**src/rtl/riscv_mc_pkg.sv**
```systemverilog
// Shared types and encodings for the multicycle RV32I control path.
// The HALT state only exists when MC_ILLEGAL_HALT_EN is defined.
package riscv_mc_pkg;

    localparam int MC_OP_W    = 7;
    localparam int MC_STATE_W = 4;

    typedef enum logic [MC_STATE_W-1:0] {
        FETCH    = 4'd0,
        DECODE   = 4'd1,
        MEMADR   = 4'd2,
        MEMREAD  = 4'd3,
        MEMWB    = 4'd4,
        MEMWRITE = 4'd5,
        EXECUTER = 4'd6,
        EXECUTEI = 4'd7,
        ALUWB    = 4'd8,
        BEQ      = 4'd9,
`ifdef MC_ILLEGAL_HALT_EN
        JAL      = 4'd10,
        HALT     = 4'd11
`else
        JAL      = 4'd10
`endif
    } state_t;

    localparam logic [MC_OP_W-1:0] OP_LW  = 7'b0000011;
    localparam logic [MC_OP_W-1:0] OP_SW  = 7'b0100011;
    localparam logic [MC_OP_W-1:0] OP_R   = 7'b0110011;
    localparam logic [MC_OP_W-1:0] OP_I   = 7'b0010011;
    localparam logic [MC_OP_W-1:0] OP_BEQ = 7'b1100011;
    localparam logic [MC_OP_W-1:0] OP_JAL = 7'b1101111;

    localparam logic [1:0] ALUOP_ADD   = 2'b00;
    localparam logic [1:0] ALUOP_SUB   = 2'b01;
    localparam logic [1:0] ALUOP_FUNCT = 2'b10;

    localparam logic [1:0] RES_ALUOUT    = 2'b00;
    localparam logic [1:0] RES_DATA      = 2'b01;
    localparam logic [1:0] RES_ALURESULT = 2'b10;

    localparam logic [1:0] SRCA_PC    = 2'b00;
    localparam logic [1:0] SRCA_OLDPC = 2'b01;
    localparam logic [1:0] SRCA_RS1   = 2'b10;

    localparam logic [1:0] SRCB_RS2  = 2'b00;
    localparam logic [1:0] SRCB_IMM  = 2'b01;
    localparam logic [1:0] SRCB_FOUR = 2'b10;

    function automatic logic op_known(input logic [MC_OP_W-1:0] op);
        return (op == OP_LW) || (op == OP_SW) || (op == OP_R) ||
               (op == OP_I)  || (op == OP_BEQ) || (op == OP_JAL);
    endfunction

endpackage

```
**src/rtl/mc_next_state.sv**
```systemverilog
// Combinational next-state logic for the multicycle main FSM.
// With MC_ILLEGAL_HALT_EN an unknown opcode parks the FSM in HALT.
module mc_next_state
    import riscv_mc_pkg::*;
#(
    parameter int OP_W    = 7,
    parameter int STATE_W = 4
) (
    input  logic [STATE_W-1:0] state,
    input  logic [OP_W-1:0]    op,
    input  logic               mem_ready,
    output logic [STATE_W-1:0] state_next
);

    state_t nxt;

    always_comb begin
        nxt = FETCH;
        case (state_t'(state))
            FETCH:    nxt = mem_ready ? DECODE : FETCH;
            DECODE: begin
                if (op == OP_LW || op == OP_SW) nxt = MEMADR;
                else if (op == OP_R)            nxt = EXECUTER;
                else if (op == OP_I)            nxt = EXECUTEI;
                else if (op == OP_BEQ)          nxt = BEQ;
                else if (op == OP_JAL)          nxt = JAL;
`ifdef MC_ILLEGAL_HALT_EN
                else                            nxt = HALT;
`else
                else                            nxt = FETCH;
`endif
            end
            MEMADR:   nxt = (op == OP_LW) ? MEMREAD : MEMWRITE;
            MEMREAD:  nxt = mem_ready ? MEMWB : MEMREAD;
            MEMWB:    nxt = FETCH;
            MEMWRITE: nxt = mem_ready ? FETCH : MEMWRITE;
            EXECUTER: nxt = ALUWB;
            EXECUTEI: nxt = ALUWB;
            ALUWB:    nxt = FETCH;
            BEQ:      nxt = FETCH;
            JAL:      nxt = ALUWB;
`ifdef MC_ILLEGAL_HALT_EN
            HALT:     nxt = HALT;
`endif
            default:  nxt = FETCH;
        endcase
    end

    assign state_next = nxt;

endmodule

```
**src/rtl/mc_main_fsm.sv**
```systemverilog
// Main control FSM for the multicycle RV32I core with a stallable memory request.
// Define MC_ILLEGAL_HALT_EN to halt on unknown opcodes instead of treating them as nops.
module mc_main_fsm
    import riscv_mc_pkg::*;
#(
    parameter int OP_W    = 7,
    parameter int STATE_W = 4
) (
    input  logic            clk,
    input  logic            reset,
    input  logic [OP_W-1:0] op,
    input  logic            zero,
    input  logic            mem_ready,
    output logic            mem_valid,
    output logic            pc_write,
    output logic            adr_src,
    output logic            ir_write,
    output logic            mem_write,
    output logic            reg_write,
    output logic [1:0]      result_src,
    output logic [1:0]      alu_src_a,
    output logic [1:0]      alu_src_b,
    output logic [1:0]      alu_op,
    output logic            instr_done,
    output logic            illegal
);

    // Memory handshake: a request is open while mem_valid is high and completes
    // on the cycle mem_ready is high; the FSM holds its state until then.

    state_t             state;
    logic [STATE_W-1:0] state_next;
    logic               pc_update;
    logic               branch;

    mc_next_state #(
        .OP_W    (OP_W),
        .STATE_W (STATE_W)
    ) u_next (
        .state      (state),
        .op         (op),
        .mem_ready  (mem_ready),
        .state_next (state_next)
    );

    always_ff @(posedge clk or posedge reset) begin
        if (reset) state <= FETCH;
        else       state <= state_t'(state_next);
    end

    always_comb begin
        mem_valid  = 1'b0;
        adr_src    = 1'b0;
        ir_write   = 1'b0;
        mem_write  = 1'b0;
        reg_write  = 1'b0;
        result_src = RES_ALUOUT;
        alu_src_a  = SRCA_PC;
        alu_src_b  = SRCB_RS2;
        alu_op     = ALUOP_ADD;
        instr_done = 1'b0;
        illegal    = 1'b0;
        pc_update  = 1'b0;
        branch     = 1'b0;
        case (state)
            FETCH: begin
                // PC and IR only load on the completing cycle of the fetch.
                mem_valid  = 1'b1;
                alu_src_b  = SRCB_FOUR;
                result_src = RES_ALURESULT;
                ir_write   = mem_ready;
                pc_update  = mem_ready;
            end
            DECODE: begin
                alu_src_a = SRCA_OLDPC;
                alu_src_b = SRCB_IMM;
`ifndef MC_ILLEGAL_HALT_EN
                instr_done = !op_known(op);
`endif
            end
            MEMADR: begin
                alu_src_a = SRCA_RS1;
                alu_src_b = SRCB_IMM;
            end
            MEMREAD: begin
                mem_valid = 1'b1;
                adr_src   = 1'b1;
            end
            MEMWB: begin
                result_src = RES_DATA;
                reg_write  = 1'b1;
                instr_done = 1'b1;
            end
            MEMWRITE: begin
                mem_valid  = 1'b1;
                adr_src    = 1'b1;
                mem_write  = 1'b1;
                instr_done = mem_ready;
            end
            EXECUTER: begin
                alu_src_a = SRCA_RS1;
                alu_op    = ALUOP_FUNCT;
            end
            EXECUTEI: begin
                alu_src_a = SRCA_RS1;
                alu_src_b = SRCB_IMM;
                alu_op    = ALUOP_FUNCT;
            end
            ALUWB: begin
                reg_write  = 1'b1;
                instr_done = 1'b1;
            end
            BEQ: begin
                alu_src_a  = SRCA_RS1;
                alu_op     = ALUOP_SUB;
                branch     = 1'b1;
                instr_done = 1'b1;
            end
            JAL: begin
                alu_src_a = SRCA_OLDPC;
                alu_src_b = SRCB_FOUR;
                pc_update = 1'b1;
            end
`ifdef MC_ILLEGAL_HALT_EN
            HALT: illegal = 1'b1;
`endif
            default: ;
        endcase
    end

    assign pc_write = pc_update | (branch & zero);

endmodule
```
**config.mk**
```make
export PLATFORM = sky130hd
export DESIGN_NAME = mc_main_fsm
export DESIGN_NICKNAME = d
export VERILOG_FILES = /design/src/rtl/riscv_mc_pkg.sv /design/src/rtl/mc_next_state.sv /design/src/rtl/mc_main_fsm.sv
export SDC_FILE = /design/constraint.sdc
export NUM_CORES = 1
export LEC_CHECK = 0
export CORE_ASPECT_RATIO = 1.1
export CORE_MARGIN = 2
export CORE_UTILIZATION = 40
export DETAILED_ROUTE_END_ITERATION = 12
export PLACE_DENSITY = 0.8
export SLEW_MARGIN = 15
export SYNTH_ARGS = -nofsm -noshare
export SYNTH_HDL_FRONTEND = slang
export SYNTH_SLANG_ARGS = --single-unit
```
**constraint.sdc**
```tcl
create_clock -name clk -period 1.5 [get_ports clk]
set_clock_uncertainty 0.05 [all_clocks]
set_input_delay 0.3 -clock clk [delete_from_list [all_inputs] [get_ports clk]]
set_output_delay 0.3 -clock clk [all_outputs]
set_load 0.02 [all_outputs]
```
==> impl_metrics.toml, run 1 <==
[place]
place_ws_ns = -0.866
port_buffers = 25
placed_cell_area_mm2 = 0.00106
gp_congestion = 0.822
place_inst = 142
hpwl_mm = 1.51

[detailed_routing]
detail-route-antenna-nets = 0
firstDrtPassIters = 5
wl_per_cell_um = 23.4
drc = 0
first_iter_violations = 75
vias = 1020
via_per_inst = 6.50
wirelength_mm = 3.67

[floorplan]
std_cell_rows = 14
pin_count = 27
die_h_um = 44.7
dieArea_mm2 = 0.00183
core_mm2 = 0.00138
initial_core_util = 0.435
die_x_um = 41.0

[global_route]
grt_max_degree = 11
grt_pass1_vias = 875
antenna_found_initial = 0
grt_pass1_wl_mm = 3.96
grt_remaining_overflow = 0
track_usage = 0.328

[status]
failed_checks = "negative setup slack"
outcome = "finished with violations"

[sta]
slew_violations = 0
post-route-period-util = 1.27
rsz0062_at_grt = "yes"
max_freq_mhz = 525
fin_ws_ns = -0.404
hold_violations = 0
setup_viol = 16
period_needed_ns = 1.90

[worst_setup_path]
worstReg2RegEnd = "state[2]"
critPathRequiredTime_ns = 1.15
r2r_setup_slack_ns = 0.02
reg2regPathDepth = 5
cp-end-kind = "output port"
regToRegStartpoint = "state[2]"
critical_path_class = "register to output port"
start_kind = "register"
cp.arrival_ns = 1.55
worstPathMaxFanout = 7

[synthesis]
synth_top_area_share = 0.166
synthArstFlopShare = 1.00
yosysWarnings = 0
yosysUniqueCellTypes = 38
ys.flop_type = "dfrtp_1"
seq_area_frac_synth = 0.166
ys_ff_latch = 4
synth_top_cell_by_area = "dfrtp_1"
ys_top_cells_by_area = "dfrtp_1 17%, nor3b_1 5.0%, nor4b_2 5.0%"
synth-edff-count = 0
avgSynthCellArea_um2 = 7.34
synth_area_um2 = 602
synth_cells = 82
synth_fp_nets = 93

[clock_network]
numCtsBuffers = 3
cts_tree = "yes"
cts_root_buf = "clkbuf_4"
cts.sinks = 4
clkLatencyLatePin_ns = 0.25
htreeDepth = 1
cts_buffer_depth = 2
clk_pin_slew_ns = 0.05

[power_and_ir_drop]
power_density_mw_per_mm2 = 517
p_leak_nw = 0.613
peakVddDrop_uv = 544

[cells_and_area]
largest_reg_flops = 4
reg_top3 = "state: 4 flops"
area_growth_pct = 121
regMostFlops = "state"
drive_gt1_frac = 0.631
design_area_mm2 = 0.00133
n_antenna_cell = 0
layout.nets = 154
instances_no_fill = 157
fill_cells = 26

[min_path]
hold_path.class = "input port to async pin"

[job]
maxCapViolations = 0
[cell usage after synthesis, drive strengths merged, types with 3 or more instances]
master  number
o21ai        6
nor3         3
nor3b        4
inv          4
nand2b       3
nor2         7
a21oi        3
dfrtp        4
and2         3
nand2        4
buf          7
[kinds of logic (layout without fill, tap and decap cells)]
family	count (synthesis)	in the layout	synth area share
and+or+nand+nor	42	42	0.447
AOI/OAI and AO/OA	20	20	0.210
buffers and inverters	11	70	0.112
xor gates and xnor gates	4	4	0.0582
DFF	4	4	0.166
other	1	1	0.00623
[timing repair]
item,CTS,global route
pin swaps,6,6
gates resized for setup,109,18
hold buffers,0,0
setup buffers,7,5
endpoints found under the setup margin,16,16
[report_power, final]
| group | total, mW | leakage [nW] | internal, mW | switching, mW |
|---|---|---|---|---|
| combinational | 0.407 | 0.550 | 0.204 | 0.203 |
| clock | 0.158 | 0.0138 | 0.0911 | 0.0670 |
| sequential | 0.122 | 0.0489 | 0.113 | 0.00915 |
[critical path, stage by stage (launching register included)]
cell and delay (ns):
dfrtp_1 0.45, buf_6 0.18, nor4_4 0.35, and2_1 0.20
buf_6 0.12
[how the worst max path moves through the flow]
stage / depth (start not counted) / start / endpoint
2_1_floorplan: 3 / state[1] / ir_write
3_3_place_gp: 5 / op[3] / instr_done
3_5_place_dp: 5 / op[3] / instr_done
4_1_cts: 4 / state[1] / instr_done
5_1_grt: 4 / state[0] / ir_write
6_report: 4 / state[0] / ir_write
[per-layer routing]
| metal | share of wire | wire length [um] | GRT usage |
|---|---|---|---|
| met1 | 0.35 | 1280 | 0.348 |
| met2 | 0.47 | 1720 | 0.581 |
| met3 | 0.11 | 417 | 0.0352 |
| met4 | 0.070 | 256 | 0.193 |
| met5 | 0 | 0 | 0 |
[area by class of cell]
| class | count | area [um2] | area share |
|---|---|---|---|
| inverters | 4 | 17.5 | 0.0132 |
| multi-input cells | 67 | 593 | 0.446 |
| clock buffers | 3 | 22.5 | 0.0169 |
| flip-flops and latches | 4 | 104 | 0.0782 |
| repair buffers | 63 | 572 | 0.430 |
| well taps | 16 | 20.0 | 0.0151 |
[stage by stage]
step | power [mW] | util | setup TNS (ns) | hold WS, ns
floorplan | 0.287 | - | -0.142 | 0.0161
global placement | 0.422 | 0.767 | -6.89 | 0.433
detailed placement | 0.430 | 0.767 | -7.53 | 0.439
CTS | 0.595 | 0.877 | -2.69 | 0.186
global route | 0.708 | 0.960 | -4.54 | 0.253
finish | 0.687 | 0.960 | -3.92 | 0.256
[layout by cell type, fill, tap and decap left out, types with 2 or more instances in the layout]
| cell type | n |
|---|---|
| and3_1 | 2 |
| clkbuf_4 | 3 |
| nor3b_1 | 2 |
| inv_1 | 2 |
| and3b_1 | 2 |
| dlygate4sd2_1 | 3 |
| dfrtp_2 | 3 |
| nor3b_2 | 2 |
| nor3_2 | 2 |
| a31oi_1 | 2 |
| nand4_1 | 2 |
| nand2b_4 | 3 |
| o21ai_1 | 4 |
| nand2_1 | 4 |
| o22ai_1 | 2 |
| buf_4 | 33 |
| nor2_4 | 3 |
| buf_6 | 20 |
| and2_1 | 2 |
| nor4b_4 | 2 |
| nor2_1 | 3 |
| a21oi_2 | 3 |
| clkdlybuf4s50_1 | 6 |
Power figures use the tool's default switching activity.
==> inputs of run 2 (changes only) <==
==> constraint.sdc (replaced) <==
create_clock -name clk -period 1.5 [get_ports clk]
set_clock_uncertainty 0.05 [all_clocks]
set_input_delay 0.45 -clock clk [delete_from_list [all_inputs] [get_ports clk]]
set_output_delay 0.45 -clock clk [all_outputs]
set_load 0.02 [all_outputs]
==> impl_metrics.toml, run 2 <==
[status]
outcome = "did not finish"
lastStage = "5_1_grt"
toolErrorMsg = "[ERROR DPL-0033] detailed placement checks failed during check placement."

[synthesis]
synth_fp_nets = 93
yosysUniqueCellTypes = 38
ys_top_cells_by_area = "dfrtp_1 17%, nor3b_1 5.0%, nor4b_2 5.0%"
ys.flop_type = "dfrtp_1"
seq_area_frac_synth = 0.166
avgSynthCellArea_um2 = 7.34
yosysMostFrequentCell = "nor2_1"
synth_top_cell_by_area = "dfrtp_1"
synth_fa_ha_area_frac = 0
synth_cells = 82
synth_top_family_by_area = "simple AND/OR/NAND/NOR gates"
synthTopCellsByCount = "7 x nor2_1, 4 x dfrtp_1, 4 x nand2_1, 4 x nor3b_1, 4 x o21ai_1"
synthSimpleGateAreaFrac = 0.447
synth_area_um2 = 602
synth-edff-count = 0
synthArstFlopShare = 1.00
synthMuxAreaShare = 0
synthXorXnorAreaFrac = 0.0582
synth_top_area_share = 0.166
yosysWarnings = 0
ys_ff_latch = 4
synth-compound-area-share = 0.210

[floorplan]
std_cell_rows = 14
die_h_um = 44.7
die_x_um = 41.0
initial_core_util = 0.435
pin_count = 27

[global_route]
grt_max_degree = 12
antenna_found_initial = 0

[clock_network]
cts_buffer_depth = 2
cts.sinks = 4
htreeDepth = 1
cts_root_buf = "clkbuf_4"
numCtsBuffers = 3

[place]
hpwl_mm = 1.60
gp_congestion = 0.859
port_buffers = 25

[sta]
postGrtWorstEndpoint = "mem_valid"
endpoint_type = "primary output"
==> run 2: cell counts after synthesis <==
Identical to the previous run, type by type.
==> run 2: kinds of logic after synthesis <==
group / count (synthesis)
buffers and inverters: 11
flip-flops: 4
AO/OA/AOI/OAI: 20
other: 1
XOR/XNOR: 4
AND/OR/NAND/NOR: 42
==> run 2: timing repair <==
item	CTS
cloned	0
endpoints found under the setup margin	19
buffers inserted	5
pin swaps	12
hold buffers	0
gates resized for setup	116
==> run 2: metrics by stage <==
step / setup TNS [ns] / worst slack [ns] / area (um2) / instances
after floorplan: -1.17 / -0.191 / 701 / 82
after global placement: -10.55 / -1.05 / 1110 / 143
after detailed placement: -10.90 / -1.07 / 1110 / 143
after CTS: -5.29 / -0.475 / 1250 / 151
==> inputs of run 3 (changes only) <==
CORE_AREA = 2 2 63 65   (was default)
CORE_ASPECT_RATIO = default   (was 1.1)
CORE_MARGIN = default   (was 2)
CORE_UTILIZATION = default   (was 40)
DIE_AREA = 0 0 65 67   (was default)
PLACE_DENSITY = default   (was 0.8)
PLACE_DENSITY_LB_ADDON = 0.15   (was default)
==> impl_metrics.toml, run 3 (synthesis gave the netlist of run 1 again) <==
[sta]
hold_violations = 0
period_needed_ns = 1.97
post-route-period-util = 1.31
max_freq_mhz = 508
slew_violations = 0
rsz0062_at_grt = "yes"
fin_ws_ns = -0.467
setup_viol = 16

[detailed_routing]
wirelength_mm = 2.11
wl_met2_mm = 1.15
first_iter_violations = 19
wl_per_cell_um = 10.8
via_per_inst = 4.26
wl_met3_um = 74
wl_met1_um = 887
vias = 830
detail-route-antenna-nets = 0
highest_layer = "met3"
firstDrtPassIters = 2
drc = 0

[global_route]
antenna_found_initial = 0
grt_pass1_vias = 823
track_usage = 0.103
grt_max_degree = 10
grt_pass1_wl_mm = 3.52
grt_remaining_overflow = 0

[cells_and_area]
largest_reg_flops = 4
regMostFlops = "state"
fill_cells = 389
multi_input_area_um2 = 633
reg_top3 = "state: 4 flops"
final_cell_mix = "38 x buf_4, 17 x buf_6, 4 x nand2_1, 4 x clkdlybuf4s50_1"
layout.nets = 159
seq_area_um2 = 104
area_growth_pct = 145
fin_util = 0.409
drive_gt1_frac = 0.660
layout_commonest_cell = "buf_4"
n_antenna_cell = 0
design_area_mm2 = 0.00148

[job]
maxCapViolations = 0

[min_path]
hold_path.class = "input port to async pin"

[floorplan]
die_h_um = 67
initial_core_util = 0.167
core_mm2 = 0.00361
dieArea_mm2 = 0.00436
die_x_um = 65
pin_count = 27
std_cell_rows = 22

[power_and_ir_drop]
p_total_uw = 765
power_density_mw_per_mm2 = 518
peakVddDrop_uv = 442
p_leak_nw = 0.656

[place]
port_buffers = 25
gp_congestion = 0.768
hpwl_mm = 1.65
place_ws_ns = -1.09
placed_cell_area_mm2 = 0.00119

[worst_setup_path]
crit_path_max_incr_delay_ns = 0.41
regToRegStartpoint = "state[1]"
startpoint = "op[0]"
cp_cell_sequence = "clkdlybuf4s50_1 -> and2_1 -> and3_4 -> o2bb2ai_4 -> buf_6"
cp.arrival_ns = 1.47
start_kind = "input port"
cp_slowest_cell = "clkdlybuf4s50_1"
critPathRequiredTime_ns = 1.00
critical_path_class = "input port to output port"
cp-end-kind = "output port"
worstPathMaxFanout = 2

[clock_network]
cts_buffer_depth = 2
clk_pin_slew_ns = 0.03
cts_tree = "yes"
cts.sinks = 4
cts_root_buf = "clkbuf_8"
clkLatencyLatePin_ns = 0.22
numCtsBuffers = 3
htreeDepth = 1

[status]
failed_checks = "negative setup slack"
outcome = "finished with violations"
run 3: metrics by stage:
step / setup TNS (ns) / std cells / hold WS [ns]
floorplan: -1.17 / 82 / 0.166
global placement: -11.49 / 179 / 0.588
detailed placement: -11.67 / 179 / 0.595
CTS: -5.41 / 193 / 0.365
global route: -6.41 / 195 / 0.389
finish: -5.30 / 195 / 0.364
run 3: metal layers:
layer,global-route usage,up-vias
met5,0,-
met4,0.0239,0
met3,0.0236,0
met2,0.202,21
met1,0.110,388
li1,-,421
run 3: critical path: cells and delay by family:
| family | cells | cell delay [ns] |
|---|---|---|
| buffers and inverters | 2 | 0.54 |
| AND/OR/NAND/NOR | 2 | 0.35 |
| AO/OA/AOI/OAI | 1 | 0.13 |
run 3: area by class of cell:
class,count,area share
Multi-Input combinational cell,67,0.429
Tap cell,48,0.0407
Sequential cell,4,0.0703
Inverter,4,0.0127
Timing Repair Buffer,68,0.417
Clock buffer,4,0.0305
run 3: final timing paths:
kind                       slack [ns]  cells past startpoint         end
min                              0.36                      2    state[3]
max in group asynchronous        0.87                      2    state[0]
min in group clk                 0.58                      4    state[2]
max reg2reg                     -0.14                      7    state[1]
max                             -0.47                      5  instr_done
min reg2reg                      0.64                      3    state[3]
run 3: repair_timing:
| item | 4_1_cts | 5_1_grt |
|---|---|---|
| gates resized for setup | 117 | 10 |
| cloned | 1 | 0 |
| setup buffers | 9 | 2 |
| pin swaps | 11 | 9 |
| hold buffers | 0 | 0 |
| setup endpoints to repair | 19 | 18 |
run 3: where the power goes:
group	switching, mW	internal (mW)	leakage, nW
combinational	0.177	0.228	0.584
clock	0.0567	0.182	0.0228
sequential	0.00836	0.114	0.0494
==> inputs of run 4 (changes only) <==
HOLD_SLACK_MARGIN = 0.15   (was default)
==> results of run 4 <==
Same layout as run 3: the final DEF is identical, and so are final timing and power.
